--- src/rtl/opfeed_pkg.sv ---
// Shared types and defaults for the operand feeder that sequences pairs into the 16-bit adder.
package opfeed_pkg;

  typedef enum logic [1:0] {
    ST_IDLE = 2'd0,
    ST_WAIT = 2'd1,
    ST_HOLD = 2'd2
  } state_e;

  localparam int DEF_WIDTH  = 16;
  localparam int DEF_DEPTH  = 4;
  localparam int DEF_SETTLE = 1;

  // One FIFO entry carries {A, B}.
  function automatic int entry_w(input int width);
    return 2 * width;
  endfunction

endpackage

--- src/rtl/opfeed_if.sv ---
// Operand stream, result stream and adder-side signals of the operand feeder.
interface opfeed_if import opfeed_pkg::*; #(
  parameter int WIDTH = DEF_WIDTH
) ();

  logic             in_valid;
  logic             in_ready;
  logic [WIDTH-1:0] in_a;
  logic [WIDTH-1:0] in_b;
  logic [WIDTH-1:0] A;
  logic [WIDTH-1:0] B;
  logic [WIDTH-1:0] C;
  logic             res_valid;
  logic             res_ready;
  logic [WIDTH-1:0] res_sum;
  logic             res_ovf;
  logic             busy;

  modport master (
    input  in_valid, in_a, in_b, C, res_ready,
    output in_ready, A, B, res_valid, res_sum, res_ovf, busy
  );

  modport slave (
    output in_valid, in_a, in_b, C, res_ready,
    input  in_ready, A, B, res_valid, res_sum, res_ovf, busy
  );

endinterface

--- src/rtl/opfeed_fifo.sv ---
// Synchronous operand FIFO with registered count; a written entry is visible only after the write edge.
module opfeed_fifo import opfeed_pkg::*; #(
  parameter int DW    = entry_w(DEF_WIDTH),
  parameter int DEPTH = DEF_DEPTH
) (
  input  logic          clk,
  input  logic          rst,
  input  logic          push,
  input  logic [DW-1:0] push_data,
  input  logic          pop,
  output logic [DW-1:0] pop_data,
  output logic          full,
  output logic          empty
);

  localparam int AW = $clog2(DEPTH);

  logic [DW-1:0] mem_q [DEPTH];
  logic [AW-1:0] wr_ptr_q, wr_ptr_d;
  logic [AW-1:0] rd_ptr_q, rd_ptr_d;
  logic [AW:0]   count_q, count_d;

  always_comb begin
    wr_ptr_d = wr_ptr_q;
    rd_ptr_d = rd_ptr_q;
    count_d  = count_q;
    // DEPTH is a power of two, so pointers wrap by natural overflow.
    if (push) wr_ptr_d = wr_ptr_q + AW'(1);
    if (pop)  rd_ptr_d = rd_ptr_q + AW'(1);
    case ({push, pop})
      2'b10:   count_d = count_q + (AW+1)'(1);
      2'b01:   count_d = count_q - (AW+1)'(1);
      default: count_d = count_q;
    endcase
  end

  always_ff @(posedge clk or posedge rst) begin
    if (rst) begin
      wr_ptr_q <= '0;
      rd_ptr_q <= '0;
      count_q  <= '0;
    end else begin
      wr_ptr_q <= wr_ptr_d;
      rd_ptr_q <= rd_ptr_d;
      count_q  <= count_d;
    end
  end

  always_ff @(posedge clk) begin
    if (push) mem_q[wr_ptr_q] <= push_data;
  end

  assign pop_data = mem_q[rd_ptr_q];
  assign full     = (count_q == (AW+1)'(DEPTH));
  assign empty    = (count_q == '0);

endmodule

--- src/rtl/operand_feeder.sv ---
// Drives buffered operand pairs onto the adder, waits SETTLE cycles, and returns sum plus wrap flag.
module operand_feeder import opfeed_pkg::*; #(
  parameter int WIDTH  = DEF_WIDTH,
  parameter int DEPTH  = DEF_DEPTH,
  parameter int SETTLE = DEF_SETTLE
) (
  input  logic     clk,
  input  logic     rst,
  opfeed_if.master bus
);

  localparam int EW    = entry_w(WIDTH);
  localparam int CNT_W = (SETTLE > 1) ? $clog2(SETTLE) : 1;

  logic          push, pop, full, empty;
  logic [EW-1:0] head;

  state_e           state_q, state_d;
  logic [CNT_W-1:0] cnt_q, cnt_d;
  logic [WIDTH-1:0] a_q, a_d;
  logic [WIDTH-1:0] b_q, b_d;
  logic [WIDTH-1:0] sum_q, sum_d;
  logic             ovf_q, ovf_d;
  logic             vld_q, vld_d;

  assign bus.in_ready = ~full & ~rst;
  assign push         = bus.in_valid & bus.in_ready;

  opfeed_fifo #(
    .DW    (EW),
    .DEPTH (DEPTH)
  ) u_fifo (
    .clk       (clk),
    .rst       (rst),
    .push      (push),
    .push_data ({bus.in_a, bus.in_b}),
    .pop       (pop),
    .pop_data  (head),
    .full      (full),
    .empty     (empty)
  );

  always_comb begin
    state_d = state_q;
    cnt_d   = cnt_q;
    a_d     = a_q;
    b_d     = b_q;
    sum_d   = sum_q;
    ovf_d   = ovf_q;
    vld_d   = vld_q;
    pop     = 1'b0;
    unique case (state_q)
      ST_IDLE: begin
        if (!empty) begin
          pop     = 1'b1;
          a_d     = head[EW-1:WIDTH];
          b_d     = head[WIDTH-1:0];
          cnt_d   = CNT_W'(SETTLE - 1);
          state_d = ST_WAIT;
        end
      end
      ST_WAIT: begin
        if (cnt_q == '0) begin
          sum_d   = bus.C;
          ovf_d   = (bus.C < a_q);
          vld_d   = 1'b1;
          state_d = ST_HOLD;
        end else begin
          cnt_d = cnt_q - CNT_W'(1);
        end
      end
      ST_HOLD: begin
        if (bus.res_ready) begin
          vld_d = 1'b0;
          // Back-to-back: the next pair goes out on the same edge the result is taken.
          if (!empty) begin
            pop     = 1'b1;
            a_d     = head[EW-1:WIDTH];
            b_d     = head[WIDTH-1:0];
            cnt_d   = CNT_W'(SETTLE - 1);
            state_d = ST_WAIT;
          end else begin
            state_d = ST_IDLE;
          end
        end
      end
      default: state_d = ST_IDLE;
    endcase
  end

  always_ff @(posedge clk or posedge rst) begin
    if (rst) begin
      state_q <= ST_IDLE;
      cnt_q   <= '0;
      a_q     <= '0;
      b_q     <= '0;
      sum_q   <= '0;
      ovf_q   <= 1'b0;
      vld_q   <= 1'b0;
    end else begin
      state_q <= state_d;
      cnt_q   <= cnt_d;
      a_q     <= a_d;
      b_q     <= b_d;
      sum_q   <= sum_d;
      ovf_q   <= ovf_d;
      vld_q   <= vld_d;
    end
  end

  assign bus.A         = a_q;
  assign bus.B         = b_q;
  assign bus.res_valid = vld_q;
  assign bus.res_sum   = sum_q;
  assign bus.res_ovf   = ovf_q;
  assign bus.busy      = ~empty | (state_q != ST_IDLE);

endmodule

--- src/flat_wrapper.sv ---
// flat-port wrapper written by rule: the top's interface ports become plain ports
module operand_feeder_flat import opfeed_pkg::*;
#(
  parameter int WIDTH  = DEF_WIDTH,
  parameter int DEPTH  = DEF_DEPTH,
  parameter int SETTLE = DEF_SETTLE
)
  (clk, rst, bus_in_valid, bus_in_a, bus_in_b, bus_C, bus_res_ready, bus_in_ready, bus_A, bus_B, bus_res_valid, bus_res_sum, bus_res_ovf, bus_busy);
  opfeed_if #(.WIDTH(WIDTH)) bus_i ();
  input  logic clk;
  input  logic rst;
  input wire logic [$bits(bus_i.in_valid)-1:0] bus_in_valid;
  input wire logic [$bits(bus_i.in_a)-1:0] bus_in_a;
  input wire logic [$bits(bus_i.in_b)-1:0] bus_in_b;
  input wire logic [$bits(bus_i.C)-1:0] bus_C;
  input wire logic [$bits(bus_i.res_ready)-1:0] bus_res_ready;
  output wire logic [$bits(bus_i.in_ready)-1:0] bus_in_ready;
  output wire logic [$bits(bus_i.A)-1:0] bus_A;
  output wire logic [$bits(bus_i.B)-1:0] bus_B;
  output wire logic [$bits(bus_i.res_valid)-1:0] bus_res_valid;
  output wire logic [$bits(bus_i.res_sum)-1:0] bus_res_sum;
  output wire logic [$bits(bus_i.res_ovf)-1:0] bus_res_ovf;
  output wire logic [$bits(bus_i.busy)-1:0] bus_busy;
  assign bus_i.in_valid = bus_in_valid;
  assign bus_i.in_a = bus_in_a;
  assign bus_i.in_b = bus_in_b;
  assign bus_i.C = bus_C;
  assign bus_i.res_ready = bus_res_ready;
  assign bus_in_ready = bus_i.in_ready;
  assign bus_A = bus_i.A;
  assign bus_B = bus_i.B;
  assign bus_res_valid = bus_i.res_valid;
  assign bus_res_sum = bus_i.res_sum;
  assign bus_res_ovf = bus_i.res_ovf;
  assign bus_busy = bus_i.busy;
  operand_feeder #(.WIDTH(WIDTH), .DEPTH(DEPTH), .SETTLE(SETTLE)) u_core (.clk(clk), .rst(rst), .bus(bus_i));
endmodule
--- config.mk ---
export PLATFORM = sky130hd
export DESIGN_NAME = operand_feeder_flat
export DESIGN_NICKNAME = d
export VERILOG_FILES = /design/src/rtl/opfeed_pkg.sv /design/src/rtl/opfeed_if.sv /design/src/rtl/opfeed_fifo.sv /design/src/rtl/operand_feeder.sv /design/src/flat_wrapper.sv
export SDC_FILE = /design/constraint.sdc
export NUM_CORES = 1
export LEC_CHECK = 0
export CORE_AREA = 2 2 120 122
export DETAILED_ROUTE_END_ITERATION = 7
export DIE_AREA = 0 0 122 124
export PLACE_DENSITY = 0.79
export SYNTH_ARGS = -nofsm -noshare
export SYNTH_HDL_FRONTEND = slang
export SYNTH_HIERARCHICAL = 1
export SYNTH_SLANG_ARGS = --single-unit
--- constraint.sdc ---
create_clock -name clk -period 4.4 [get_ports clk]
set_clock_uncertainty 0.1 [all_clocks]
set_input_delay 0.66 -clock clk [delete_from_list [all_inputs] [get_ports clk]]
set_output_delay 0.66 -clock clk [all_outputs]
set_load 0.01 [all_outputs]
==> metrics.csv, run 1 <==
metric,value,unit
dieArea,15100,um2
slowest_stage,clkdlybuf4s50_1,
cts_made_buffers,17,
cp-startpoint,u_core/u_fifo/count_q[0]$_DFFE_PP0P_,
hp-start,u_core/bus.res_sum[3]$_DFFE_PP0P_,
core.rowCount,43,
pwr-share-comb,32.9,%
track_usage,20.2,%
grt_max_degree,50,
clockBufferDepth,2,
finalWeightedCongestion,0.800,
cts_hold_buffers,0,
start_util,54.5,%
cap_violations,0,
post-dp-hpwl,8910,um
n_antenna_cell,0,
synthesis.area,7470,um2
overflow,0,
status,finished clean,
yosysTopAreaCell,edfxtp_1,
synth.area.top_cells,"edfxtp_1 51%, dfrtp_1 20%, mux4_2 8.4%",
reg2reg_setup_slack,1.99,ns
max_stage_delay,0.50,ns
rsz0062_at_grt,no,
syn-num-nets,542,
final_common_cell,edfxtp_1,
avgRoutedWirePerCell,18.4,um
switching_share,32.0,%
intPower,4.20,mW
synth_cell_types,35,
synth_seq_cells,188,
most-common-layout-cells,"128 x edfxtp_1, 120 x nand2_1, 103 x clkdlybuf4s50_1",
antenna_found_initial,0,
cts_resized,0,
finalSetupViolCount,0,
avgSynthCellArea,15.9,um2
vias,4156,
hp-class,reg2reg,
synth_edf_count,128,
drtAntennaViolNets,0,
clockPowerShare,24.8,%
cts_htree_levels,4,
maxSlewViolCount,0,
timing_hold_violations_final,0,
tritoncts,built,
required,3.64,ns
coreArea,13700,um2
irDropWorstVdd,0.350,mV
ios,104,
drtIter0Drc,241,
fin_setup_tns,0,ns
crit_fanout,3,
fin_crit_sh,61.2,%
synthArstFlopShare,31.9,%
fmax,0.371,GHz
drt_first_pass_iters,4,
p_per_area,672,nW/um2
drive_above_1_share,12.2,%
worstPathArrival,1.93,ns
clkTransAtPathRegs,0.06,ns
pwr-share-seq,42.4,%
start_kind,flop,
final_util,66.9,%
syn_to_final_growth,22.9,%
route.detailed.drc,0,
syn_inst,469,
nFillCells,911,
synth_ff_type,edfxtp_1,
die_w,122,um
grt_pass1_vias,4255,
cts_sinks,188,
path_cells,nor3_1 > nand2_1 > clkdlybuf4s50_1,
p_sw,1.97,mW
pre_cts_ws,1.39,ns
worstMarginPinSlew,1.18,ns
fin_nets,650,
die_y,124,um
post_cts_buffers,0,
ys_warn_count,6,
period_needed,2.69,ns
synth_top_area_share,51.4,%
io_buffer_count,103,
clkLatencyLatePin,0.42,ns
setup_slack,1.71,ns
path_class,reg2out,
rr_startpoint,u_core/u_fifo/count_q[0]$_DFFE_PP0P_,
grt_pass1_wl,22100,um
root_buffer,clkbuf_16,
routed_wirelength,14200,um
p_leak,3.56,nW
crit_path_end_kind,output pin,
seq_area_frac_synth,71.5,%
slew_headroom,21.5,%
via_per_inst,5.40,
[layer usage]
metal	global-route usage [%]	wire length [um]	vias to the layer above
li1	-	-	1915
met1	26.1	6110	2086
met2	33.4	7180	139
met3	4.49	708	16
met4	8.48	200	0
met5	0	0	-
[cell usage after synthesis, drive strengths merged, types with 4 or more instances]
| master | n |
|---|---|
| a21oi | 5 |
| and2 | 5 |
| buf | 15 |
| dfrtp | 60 |
| edfxtp | 128 |
| ha | 20 |
| inv | 24 |
| mux4 | 32 |
| nand2 | 120 |
| nor2 | 8 |
| o21ai | 21 |
| xor2 | 4 |
[cell families after synthesis]
logic type / after synthesis / share of synthesized area (%)
adders and majority gates: 21 / 3.62
and+or+nand+nor: 144 / 7.89
DFF: 188 / 71.5
xor gates and xnor gates: 6 / 0.703
muxes: 34 / 10.1
buffers and inverters: 42 / 3.53
AOI/OAI and AO/OA: 34 / 2.58
[power groups by stage]
stage / Combinational (mW) / Sequential, mW / Clock (mW)
global placement: 1.96 / 2.62 / 0
global route: 2.24 / 2.67 / 1.63
CTS: 2.05 / 2.63 / 1.55
detailed placement: 2.02 / 2.65 / 0
finish: 2.03 / 2.61 / 1.53
floorplan: 1.33 / 2.61 / 0
[metrics by stage]
step	area (um2)	std cells	hold WS (ns)	power, mW
finish	9180	770	0.378	6.17
global route	9180	770	0.398	6.53
CTS	9180	770	0.382	6.23
detailed placement	8590	738	0.366	4.67
global placement	8590	738	0.358	4.58
floorplan	7470	469	0.357	3.94
[worst paths after layout]
check / cells past startpoint / to
worst min register to register: 2 / u_core/bus.res_sum[3]$_DFFE_PP0P_
max in group asynchronous: 3 / u_core/bus.A[13]$_DFFE_PP0P_
worst min-delay path: 2 / u_core/bus.res_sum[3]$_DFFE_PP0P_
min in group asynchronous: 2 / u_core/u_fifo/wr_ptr_q[0]$_DFFE_PP0P_
worst max register to register: 9 / u_core/u_fifo/count_q[2]$_DFFE_PP0P_
worst max-delay path: 3 / bus_busy
[registers in the layout, indices dropped and copies added (netlist names)]
register	flops
u_core/bus.res_sum	16
u_core/bus.res_valid	1
u_core/u_fifo/count_q	3
u_core/state_q	2
u_core/u_fifo/rd_ptr_q	2
u_core/cnt_q	1
u_core/bus.B	16
u_core/u_fifo/wr_ptr_q	2
u_core/u_fifo/mem_q	128
u_core/bus.A	16
u_core/bus.res_ovf	1
[worst max-delay path: cells and delay by family, from the launching register on]
kind | cells | cell delay [ns]
buf+inv | 1 | 0.50
flops | 1 | 0.42
simple gates | 2 | 0.59
[cell type report]
cell class / count / area (um2) / share of cell area [%]
Timing Repair Buffer: 106 / 1050 / 11.5
Multi-Input combinational cell: 239 / 1870 / 20.3
Sequential cell: 188 / 5350 / 58.2
Tap cell: 180 / 225 / 2.45
Clock inverter: 15 / 171 / 1.87
Clock buffer: 17 / 425 / 4.63
Inverter: 25 / 95.1 / 1.04
Power figures use the tool's default switching activity.
==> run 2: changes to the inputs <==
Settings changed: CORE_AREA 2 2 120 122 to 2 2 121 123, DIE_AREA 0 0 122 124 to 0 0 123 125, PLACE_DENSITY 0.79 to 0.78.
Clock period 4.4 ns to 2.7 ns, I/O delays scaled along.
==> run 2 against run 1 <==
Clock-buffer cell count increased by 1. First-iteration DRC count increased by 20%. Sequential share of layout area decreased by 0.77 points.
==> metrics.csv, run 2 (same netlist as run 1, synthesis figures left out) <==
metric,value,unit
cts_resized,0,
fin_crit_sh,87.1,%
finalWeightedCongestion,0.769,
final_cells,787,
cts_htree_levels,4,
timing_hold_violations_final,0,
hp-class,in2async,
avgRoutedWirePerCell,17.8,um
p_leak,3.62,nW
cts_sinks,188,
worstMarginPinSlew,0.707,ns
coreArea,14200,um2
drtIter0Drc,289,
dieArea,15400,um2
crit_path_end_kind,output pin,
top_layer,met4,
largest_reg_flops,128,
clkTransAtPathRegs,0.06,ns
worstPathArrival,1.85,ns
ios,104,
route.detailed.drc,0,
grt_max_degree,54,
vias,4192,
routed_wirelength,14000,um
die_w,123,um
io_buffer_count,103,
required,2.19,ns
period_needed,2.35,ns
reg2reg_setup_slack,0.36,ns
finalSetupViolCount,0,
overflow,0,
drive_above_1_share,13.3,%
start_kind,flop,
clkLatencyLatePin,0.42,ns
p_per_area,1090,nW/um2
placed_cells,755,
path_cells,nor3_1 > nand2_1 > clkdlybuf4s50_1,
slew_headroom,52.9,%
wl_met2,7100,um
max_stage_delay,0.51,ns
drt_first_pass_iters,4,
post-dp-hpwl,9070,um
cp_top_family,simple AND/OR/NAND/NOR gates,
antenna_found_initial,0,
irDropWorstVdd,0.484,mV
most-common-layout-cells,"128 x edfxtp_1, 120 x nand2_1, 103 x clkdlybuf4s50_1",
fin_setup_tns,0,ns
pre_cts_ws,0.0481,ns
tritoncts,built,
cts_made_buffers,17,
worst_hold_slack,0.216,ns
setup_slack,0.348,ns
final_common_cell,edfxtp_1,
die_y,125,um
via_per_inst,5.33,
top_register,u_core/u_fifo/mem_q,
grt_pass1_vias,4372,
clockBufferDepth,2,
track_usage,19.6,%
crit_fanout,3,
nFillCells,979,
post_cts_buffers,0,
grt_pass1_wl,22500,um
maxSlewViolCount,0,
path_buf_inv,1,
fmax,0.425,GHz
start_util,52.6,%
root_buffer,clkbuf_16,
p_total,10.2,mW
n_antenna_cell,0,
route.met3.wl,731,um
cap_violations,0,
cts_hold_buffers,0,
rsz0062_at_grt,no,
syn_to_final_growth,24.6,%
drtAntennaViolNets,0,
wl_met1,5920,um
path_class,reg2out,
status,finished clean,
fin_nets,663,
core.rowCount,44,
slowest_stage,clkdlybuf4s50_1,
run 2: final timing paths:
| path | endpoint | cells past startpoint | start |
|---|---|---|---|
| setup / recovery | bus_busy | 3 | u_core/u_fifo/count_q[0]$_DFFE_PP0P_ |
| max in group asynchronous | u_core/bus.A[4]$_DFFE_PP0P_ | 3 | rst |
| hold / removal | u_core/u_fifo/wr_ptr_q[1]$_DFFE_PP0P_ | 2 | rst |
| setup reg to reg | u_core/u_fifo/count_q[2]$_DFFE_PP0P_ | 11 | u_core/u_fifo/count_q[0]$_DFFE_PP0P_ |
| hold reg to reg | u_core/bus.res_sum[9]$_DFFE_PP0P_ | 2 | u_core/bus.res_sum[9]$_DFFE_PP0P_ |
| min in group clk | u_core/bus.res_sum[9]$_DFFE_PP0P_ | 2 | u_core/bus.res_sum[9]$_DFFE_PP0P_ |
run 2: final cells by class:
type | count | area, um2 | area share, %
Sequential cell | 188 | 5350 | 57.4
Multi-Input combinational cell | 239 | 1870 | 20.1
Timing Repair Buffer | 119 | 1160 | 12.5
Clock buffer | 18 | 429 | 4.61
Tap cell | 184 | 230 | 2.47
Clock inverter | 14 | 175 | 1.88
Inverter | 25 | 95.1 | 1.02
run 2: layer usage:
layer	vias to the layer above	global-route usage [%]
li1	1933	-
met1	2129	25.8
met2	111	31.8
met3	19	4.56
met4	0	7.75
met5	-	0
run 2: per-stage QoR:
| stage | utilization, % | cell area, um2 |
|---|---|---|
| 2_1_floorplan | - | 7470 |
| 3_3_place_gp | 61.3 | 8700 |
| 3_5_place_dp | 61.3 | 8700 |
| 4_1_cts | 65.5 | 9310 |
| 5_1_grt | 65.5 | 9310 |
| 6_report | 65.5 | 9310 |
run 2: where the power goes:
part | leakage (nW) | switching, mW | internal, mW
clock | 0.284 | 0.993 | 1.53
sequential | 1.89 | 0.419 | 3.77
combinational | 1.44 | 1.72 | 1.74
==> run 3: changes to the inputs <==
Settings changed: SLEW_MARGIN from default to 20.
==> results of run 3 <==
The final DEF is identical to that of run 2; final timing and power are the same.
==> RTL change 1 (flow settings as in run 3) <==
`DEF_WIDTH`: 16 -> 12.
--- a/src/rtl/opfeed_pkg.sv
+++ b/src/rtl/opfeed_pkg.sv
@@ -7,7 +7,7 @@
     ST_HOLD = 2'd2
   } state_e;
 
-  localparam int DEF_WIDTH  = 16;
+  localparam int DEF_WIDTH  = 12;
   localparam int DEF_DEPTH  = 4;
   localparam int DEF_SETTLE = 1;
 
Interface: changed (6 resized); port bits go from 104 to 80. The function was not compared with the original's and may differ.
==> RTL change 1 against run 3 <==
- core utilization shrank 14 points
- setup slack better by 0.047 ns
- synthesized area fell by 23%
- highest routed layer unchanged
- cell area shrank 21%
- sequential share of layout area decreased by 2.1 points
- first-iteration DRC count down 44%
- critical path type is now register to register
- total power shrank 19%
- routed wire length decreased by 24%
- non-clock buffer count down 31
- sequential cell count fell by 44
- global-route usage fell by 5.0 points
==> RTL change 1: results <==
[status]
status = finished clean

[grt]
antenna_found_initial = 1
gr-usage-met2 = 0.2470
use_met1 = 0.1770
grt_max_degree = 30
grt_pass1_vias = 3228

[clock_tree]
clock_latency_ns = 0.40

[logic_synthesis]
synthArstFlopShare = 0.3333
seq_area_frac_synth = 0.7083
yosys.area.top_type_share = 0.5000
synth_edf_count = 96
yosysUniqueCellTypes = 33

[sta]
tightest_slew_ns = 0.7253

[place]
dp_hpwl_um = 6785
portBuffers = 79
post_dp_cell_area_um2 = 6814

[pwr]
combPwrFrac = 0.338
peakVddDrop_mv = 0.8790
p_leak_nw = 2.848
switchingPower_w = 0.002350
p_clk_w = 0.00226
p_clk_frac = 0.273

[layout]
nonClockBufferCount = 88
largest_reg_flops = 96
drive_above_1_share = 0.1849
fill_cells = 1160
clock_area_frac = 0.07742

[critical_path]
crit_type = register to register
path_max_fanout = 8
rrSetupSlack_ns = 0.40
slowest_stage = dfrtp_1

[routing]
met1Wirelength_um = 4371
wl_met2_um = 5408
met3_length_um = 679
## RTL change 1: cell count changes after synthesis, moves of 10 or more
cell | run 3 | this run
dfrtp_1 | 60 | 48
edfxtp_1 | 128 | 96
mux2_2 | 1 | 24
mux4_2 | 28 | 18
nand2_1 | 120 | 42
o21ai_0 | 21 | 5
## RTL change 1: through the flow
stage	util	cells	worst slack, ns
4_1_cts	0.5200	622	0.3837
3_3_place_gp	0.4797	591	0.2453
3_5_place_dp	0.4797	591	0.1164
2_1_floorplan	-	330	0.5487
5_1_grt	0.5200	622	0.2239
6_report	0.5200	622	0.3953
## RTL change 1: kinds of logic (layout without fill, tap and decap cells)
family / after synthesis / in the layout / share of synthesized area
DFF: 144 / 144 / 0.7083
and+or+nand+nor: 67 / 67 / 0.05143
muxes: 49 / 49 / 0.1463
buffers and inverters: 32 / 140 / 0.02952
adders and majority gates: 17 / 17 / 0.03819
AOI/OAI and AO/OA: 15 / 15 / 0.01714
xor gates and xnor gates: 6 / 6 / 0.009115
==> RTL change 2 (config.mk and constraints of run 3) <==
Made on the original files. Reset style: synchronous (`rst`), changed in 2 clocked blocks.
--- a/src/rtl/opfeed_fifo.sv
+++ b/src/rtl/opfeed_fifo.sv
@@ -34,7 +34,7 @@
     endcase
   end
 
-  always_ff @(posedge clk or posedge rst) begin
+  always_ff @(posedge clk) begin
     if (rst) begin
       wr_ptr_q <= '0;
       rd_ptr_q <= '0;
--- a/src/rtl/operand_feeder.sv
+++ b/src/rtl/operand_feeder.sv
@@ -88,7 +88,7 @@
     endcase
   end
 
-  always_ff @(posedge clk or posedge rst) begin
+  always_ff @(posedge clk) begin
     if (rst) begin
       state_q <= ST_IDLE;
       cnt_q   <= '0;
Formal check against the unedited RTL: differs if rst is asserted again (counterexample within 4 cycles, from zero or initial values and one cycle with rst high); with rst held inactive, the same outputs for 4 cycles.
==> RTL change 2 against run 3 <==
- count of clock-buffer cells in the layout increased by 1
- hold slack improved by 0.14 ns
- total power decreased by 11%
- fmax increased by 0.67%
- synthesized area decreased by 1.7%
- routed wire length increased by 5.3%
- critical path type is now register to register
- setup slack improved by 0.016 ns
- sequential power decreased by 9.3%
- sequential cell count increased by 2
- cell area decreased by 1.4%
- global-route usage increased by 0.40 points
==> RTL change 2: results <==
[grt]
track_usage = 0.2002
grt_max_degree = 63
grt_pass1_wl_um = 23100
grt_pass1_vias = 4556
antenna_found_initial = 0

[layout]
nets = 689
top_register = u_core/u_fifo/mem_q
insertedDiodeCount = 0
drive_above_1_share = 0.1338
largest_reg_flops = 128
fill_cells = 982

[critical_path]
worst_ep_arrival_time_ns = 2.59
reg2reg_depth = 11
path_max_fanout = 3

[clock_tree]
htree_num_levels = 4
hold_buffers = 0
clock_latency_ns = 0.42
numCtsBuffers = 17
cts_root_buf = clkbuf_16
cts_setup_buffers = 0
clk_path_buf_depth = 2
cts_resized = 0
clk_pin_slew_ns = 0.07

[pwr]
switchingPower_w = 0.002845
p_leak_nw = 3.071
peakVddDrop_mv = 0.6451

[status]
status = finished clean

[routing]
first_pass_iters = 4
vias = 4422
wl_um = 14750
initialDrtViolationCount = 275

[min_path]
hold_path.class = register to register
whs_path_depth = 2

[logic_synthesis]
syn_nets = 576
synth_edf_count = 128
yosysUniqueCellTypes = 36
synthArstFlopShare = 0
yosysWarnings = 6
synthTopCellsByArea = edfxtp_1, dfxtp_1, mux4_2
seq_area_frac_synth = 0.6925
synth_common_cells = edfxtp_1, nand2_1, dfxtp_1

[place]
preCtsSetupSlack_ns = 0.1551
portBuffers = 103
gp_congestion = 0.8262
dp_hpwl_um = 9681

[sta]
slew_headroom = 0.5083
==> RTL change 2: cell families (layout without fill, tap and decap cells) <==
kind of cell | Yosys count | after routing | synth area share
AO/OA/AOI/OAI | 71 | 71 | 0.05487
XOR/XNOR | 5 | 5 | 0.005965
adder cells (fa/ha/maj) | 21 | 21 | 0.03680
buffers and inverters | 49 | 174 | 0.03425
flip-flops | 190 | 190 | 0.6925
multiplexers | 33 | 33 | 0.1005
AND/OR/NAND/NOR | 134 | 134 | 0.07514
==> RTL change 2: worst paths after layout <==
check,from,end,slack [ns]
worst max-delay path,u_core/u_fifo/count_q[0],u_core/u_fifo/count_q[2],0.36
worst min-delay path,u_core/bus.res_sum[4],u_core/bus.res_sum[4],0.36
worst max register to register,u_core/u_fifo/count_q[0],u_core/u_fifo/count_q[2],0.36
worst min register to register,u_core/bus.res_sum[4],u_core/bus.res_sum[4],0.36
==> RTL change 2: final cells by class <==
class,count,share of cell area
Timing Repair Buffer,118,0.1281
Clock buffer,19,0.04716
Sequential cell,190,0.5540
Multi-Input combinational cell,264,0.2204
Tap cell,184,0.02508
Inverter,25,0.01022
Clock inverter,12,0.01499
==> RTL change 2: critical path, cell delays in order, from the launching register on <==
cell     delay, ns
dfxtp_1       0.34
inv_1         0.10
and3_1        0.18
nor2_1        0.05
and2_1        0.16
inv_1         0.06
ha_1          0.17
inv_1         0.06
fa_1          0.38
xor2_1        0.17
or3_1         0.35
a21oi_1       0.14
==> RTL change 2: power by group through the flow <==
stage / clock network [W] / logic [W] / registers [W]
CTS: 0.00245 / 0.00290 / 0.00380
detailed placement: 0 / 0.00287 / 0.00386
global route: 0.00256 / 0.00316 / 0.00385
finish: 0.00240 / 0.00288 / 0.00380
floorplan: 0 / 0.00165 / 0.00389
global placement: 0 / 0.00279 / 0.00382
==> RTL change 2: metal layers <==
metal	vias to the layer above	global-route usage	wire length [µm]
met2	158	0.3406	7424
met4	0	0.05080	169
met1	2196	0.2471	6052
met5	-	0	0
met3	14	0.06524	1102
li1	2054	-	-
==> RTL change 2: per-stage QoR <==
stage	cell area (µm²)	instances	hold slack [ns]
5_1_grt	9180	812	0.3695
4_1_cts	9180	812	0.3586
6_report	9180	812	0.3558
2_1_floorplan	7343	503	0.3618
3_5_place_dp	8610	781	0.3495
3_3_place_gp	8610	781	0.3428
